[config.mk]
export PLATFORM = sky130hd
export DESIGN_NAME = clk_gen_multi
export DESIGN_NICKNAME = d
export VERILOG_FILES = /design/src/rtl/clk_gen_multi.sv
export SDC_FILE = /design/constraint.sdc
export NUM_CORES = 2
export LEC_CHECK = 0
export CAP_MARGIN = 20
export CORE_ASPECT_RATIO = 1.75
export CORE_UTILIZATION = 37
export CTS_CLUSTER_DIAMETER = 50
export DETAILED_ROUTE_END_ITERATION = 8
export REMOVE_ABC_BUFFERS = 1
export SYNTH_ARGS = -nofsm -noshare
export SYNTH_HDL_FRONTEND = slang
export SYNTH_SLANG_ARGS = --single-unit
[constraint.sdc]
create_clock -name clk -period 4.45 [get_ports clk]
set_clock_uncertainty 0.05 [all_clocks]
set_input_delay 0.6675 -clock clk [delete_from_list [all_inputs] [get_ports clk]]
set_output_delay 0.6675 -clock clk [all_outputs]
set_load 0.005 [all_outputs]
[src/rtl/clk_gen_multi.sv]
// clk_gen_multi: NUM_CH independent programmable divided clocks whose shadowed
// configuration is applied only at a period boundary, so no output produces a runt pulse.
module clk_gen_multi #(
   parameter int NUM_CH = 4,
   parameter int CNT_W = 23,
   localparam int CH_W = NUM_CH > 1 ? $clog2(NUM_CH) : 1
) (
   input  logic                    clk,
   input  logic                    resetN,
   input  logic                    cfg_valid,
   output logic                    cfg_ready,
   input  logic [CH_W-1:0]         cfg_ch,
   input  logic                    cfg_en,
   input  logic [CNT_W-1:0]        cfg_high,
   input  logic [CNT_W-1:0]        cfg_low,
   input  logic [CNT_W-1:0]        cfg_phase,
   output logic [NUM_CH-1:0]       clk_out,
   output logic [NUM_CH-1:0]       rise,
   output logic [NUM_CH-1:0]       active,
   output logic [NUM_CH*CNT_W-1:0] count
);
   typedef enum logic [1:0] {IDLE, PHASE, HIGH, LOW} state_t;
   logic [NUM_CH-1:0] pending;
   always_comb begin
      cfg_ready = 1'b1;
      for (int c = 0; c < NUM_CH; c++)
         if (cfg_ch == CH_W'(c)) cfg_ready = !pending[c];
   end
   for (genvar i = 0; i < NUM_CH; i++) begin : g_ch
      state_t state, state_n;
      logic [CNT_W-1:0] cnt, sh_high, sh_low, sh_phase, a_high, a_low, a_phase, hi_last, lo_last;
      logic sh_en, pend, take, wr, clk_r, rise_r;
      assign wr = cfg_valid && cfg_ready && cfg_ch == CH_W'(i);
      // lengths of 0 and 1 both end the phase when the counter reads 0
      assign hi_last = a_high == '0 ? '0 : a_high - CNT_W'(1);
      assign lo_last = a_low == '0 ? '0 : a_low - CNT_W'(1);
      always_comb begin
         state_n = state;
         take = 1'b0;
         case (state)
            IDLE: if (pend) begin
               take = 1'b1;
               state_n = !sh_en ? IDLE : sh_phase != '0 ? PHASE : HIGH;
            end
            PHASE: state_n = cnt == a_phase - CNT_W'(1) ? HIGH : PHASE;
            HIGH: state_n = cnt == hi_last ? LOW : HIGH;
            default: if (cnt == lo_last) begin
               take = pend;
               state_n = pend && !sh_en ? IDLE : HIGH;
            end
         endcase
      end
      always_ff @(posedge clk)
         if (!resetN) begin
            state <= IDLE;
            cnt <= '0;
            pend <= 1'b0;
            clk_r <= 1'b0;
            rise_r <= 1'b0;
            {sh_en, sh_high, sh_low, sh_phase} <= '0;
            {a_high, a_low, a_phase} <= '0;
         end else begin
            state <= state_n;
            cnt <= state_n != state || state_n == IDLE ? '0 : cnt + CNT_W'(1);
            clk_r <= state_n == HIGH;
            rise_r <= state_n == HIGH && state != HIGH;
            pend <= wr || (pend && !take);
            if (wr) {sh_en, sh_high, sh_low, sh_phase} <= {cfg_en, cfg_high, cfg_low, cfg_phase};
            if (take) {a_high, a_low} <= {sh_high, sh_low};
            if (take && state == IDLE) a_phase <= sh_phase;
         end
      assign pending[i] = pend;
      assign clk_out[i] = clk_r;
      assign rise[i] = rise_r;
      assign active[i] = state != IDLE;
      assign count[i*CNT_W +: CNT_W] = cnt;
   end
endmodule

==> results.toml <==
[status]
status = "completed"

[timing]
setup_viol = 0
layout_min_cycle_time_ns = 4.12
rsz0062_at_grt = "false"
slew_viol_final = 0
hold_ws_ns = 0.398
hold_viol = 0
fin_crit_sh = 0.925
worst_slew_pin_slew_ns = 1.05
fmax_mhz = 243
relSlewSlack = 0.296

[routing]
antenna_violating_nets_post_route = 0
drc_errors = 0
vias = 35348
drt_iter0_markers = 2752
routed_via_density = 5.69
first_pass_iters = 8
wire_per_inst_um = 22.4
wirelength_um = 139000

[placed_design]
placed_cells = 6089
port_buffers = 179
place_area_um2 = 39400
gp_congestion = 0.964
hpwl_um = 100000

[synth]
ys_ff_latch = 668
synth_cells = 4879
synth.avg_cell_area_um2 = 7.48
yosys-top-cells-area = "dfxtp_1 (37%), nand2_1 (11%), a21oi_1 (6.9%)"
yosysWarnings = 0
synthFlopType = "dfxtp_1"
synth_edf_count = 0
syn_area_um2 = 36500
ys_types = 101
synth_top_area_frac = 0.366
yosysTopAreaCell = "dfxtp_1"
async_flop_share = 0
synth-seq-area-share = 0.366

[floorplanning]
coreArea_um2 = 97900
dieArea_um2 = 100000
std_cell_rows = 152
io-pin-count = 180
die_w_um = 239
fp.dieH_um = 418
start_util = 0.373

[power_and_ir_drop]
internal-power_w = 0.0101
switching_share = 0.264
leakage_nw = 14.9
power.switching_w = 0.00363
clkPwrFrac = 0.457
p_comb_frac = 0.096
powerDensity_nw_per_um2 = 329
irDropWorstVdd_mv = 0.276
seqPwrFrac = 0.448

[cells_and_area]
final_common_cell = "nand2_1"
nets = 4942
layout.cells.non_filler = 6214
drive_gt1_frac = 0.0671
utilization = 0.427
final_area_um2 = 41800
syn_to_final_growth_pct = 14.6
layout_common_cells = "nand2_1 (1088), dfxtp_1 (668), a21oi_1 (503)"

[worst_hold_path]
hold_depth = 2
min_path_type = "flop to flop"

[clocking]
cts_sinks = 668
cts_inserted_buffers = 68
post-cts-setup-buffers = 0
cts_root_buffer = "clkbuf_16"
cts_hold_buf = 0
clk_pin_slew_ns = 0.07
cts_tree = "built"
h-tree-depth = 3
cts_resized = 0
clkLatencyLatePin_ns = 0.67
clock_path_buffers = 3

[global_routing]
grt_antenna_before_repair = 3
grt_pass1_vias = 33710
grt_util_all_layers = 0.275
grt_max_degree = 132
globalRouteOverflowTotal = 0
grt_pass1_wl_um = 208000

[worst_setup_path]
cp-end-kind = "flop"
cp.arrival_ns = 4.61
path_buf_inv = 1
worstRegToRegCells = 11
cp_top_family = "simple AND/OR/NAND/NOR gates"
cp_num_cells = 11
crit_path_top_delay_cell = "or4_1"
crit_chain = "or4_1, nand2b_1, or3_1, mux2_1, o211a_1, nor4_1, nand4_1, nor2b_1, a22oi_2, buf_4, nor2_1"
max_stage_delay_ns = 0.64
critPathMaxFanout = 21
start_kind = "flop"
cp.required_ns = 4.94
criticalPathCategory = "flop to flop"

[run]
cap_violations = 0
[final cells by class]
class | count | area, µm²
timing repair buffer | 297 | 2810
clock inverter | 27 | 404
sequential | 668 | 13400
tap | 1309 | 1640
clock buffer | 95 | 2020
multi-input combinational | 3730 | 21200
antenna | 2 | 5.00
inverter | 86 | 330
fill | 9975 | 56100
[cell families (layout without fill, tap and decap cells)]
group                      after synthesis  count (layout)  synth area share
and+or+nand+nor                       2249            2249             0.295
muxes                                   37              37            0.0106
AOI/OAI and AO/OA                     1063            1063             0.178
other                                    0               2                 0
DFF                                    668             668             0.366
adders and majority gates               16              16           0.00548
buffers and inverters                  481             505            0.0539
xor gates and xnor gates               365             365            0.0910
[registers in the layout, summed over array words and instances (netlist names)]
name           cells
g_ch.cnt          92
g_ch.sh_phase     92
g_ch.state         8
g_ch.a_phase      92
g_ch.rise_r        4
g_ch.a_high       92
g_ch.a_low        92
g_ch.clk_r         4
g_ch.sh_high      92
g_ch.pend          4
g_ch.sh_en         4
g_ch.sh_low       92
[cell usage after synthesis, types with 9 or more instances]
cell / n
a2111oi_0: 12
a211oi_1: 23
a21oi_1: 504
a221oi_1: 10
a22oi_1: 10
a31o_2: 9
a31oi_1: 29
and2_1: 22
and3_1: 33
and4_1: 16
buf_1: 15
buf_2: 36
buf_4: 20
clkbuf_1: 316
dfxtp_1: 668
ha_1: 16
inv_1: 85
mux2_2: 9
mux2i_1: 26
nand2_1: 1088
nand2b_1: 25
nand3_1: 238
nand3b_1: 18
nand4_1: 67
nand4b_1: 14
nor2_1: 238
nor2b_1: 28
nor3_1: 133
nor3b_1: 27
nor4_1: 111
nor4b_1: 15
o2111ai_1: 16
o211ai_1: 17
o21a_1: 14
o21ai_0: 182
o21ai_1: 16
o22ai_1: 22
o31a_1: 9
o31ai_1: 51
o41ai_1: 12
or2_2: 24
or3_1: 61
or4_1: 51
xnor2_1: 214
xor2_1: 142
[stage by stage]
| stage | power [W] | TNS, ns | worst slack, ns |
|---|---|---|---|
| floorplan | 0.00700 | -320.45 | -1.99 |
| global placement | 0.00759 | 0 | 0.472 |
| detailed placement | 0.00760 | 0 | 0.383 |
| CTS | 0.0139 | 0 | 0.367 |
| global route | 0.0142 | 0 | 0.00805 |
| finish | 0.0138 | 0 | 0.333 |
[power groups by stage]
stage	logic, W	registers, W	clock network [W]
floorplan	0.000729	0.00627	0
global placement	0.00129	0.00630	0
detailed placement	0.00130	0.00630	0
CTS	0.00131	0.00616	0.00639
global route	0.00141	0.00617	0.00660
finish	0.00131	0.00616	0.00629
[final timing paths]
| check | startpoint | endpoint | slack (ns) |
|---|---|---|---|
| setup / recovery | g_ch[2].a_low[12] | g_ch[2].cnt[15] | 0.33 |
| hold reg to reg | g_ch[0].sh_low[22] | g_ch[0].a_low[22] | 0.40 |
| setup reg to reg | g_ch[2].a_low[12] | g_ch[2].cnt[15] | 0.33 |
| hold / removal | g_ch[0].sh_low[22] | g_ch[0].a_low[22] | 0.40 |
[worst min-delay path: stages (launching register included)]
cell     delay, ns
dfxtp_1       0.31
nand2_1       0.05
a21oi_1       0.05
[per-layer routing]
layer	global-route usage	vias to the layer above	wire, µm
li1	-	16999	-
met1	0.300	16866	52700
met2	0.477	1077	68000
met3	0.0423	400	7300
met4	0.206	6	11400
met5	0	-	36
No activity file was read; power rests on OpenSTA's default activity.
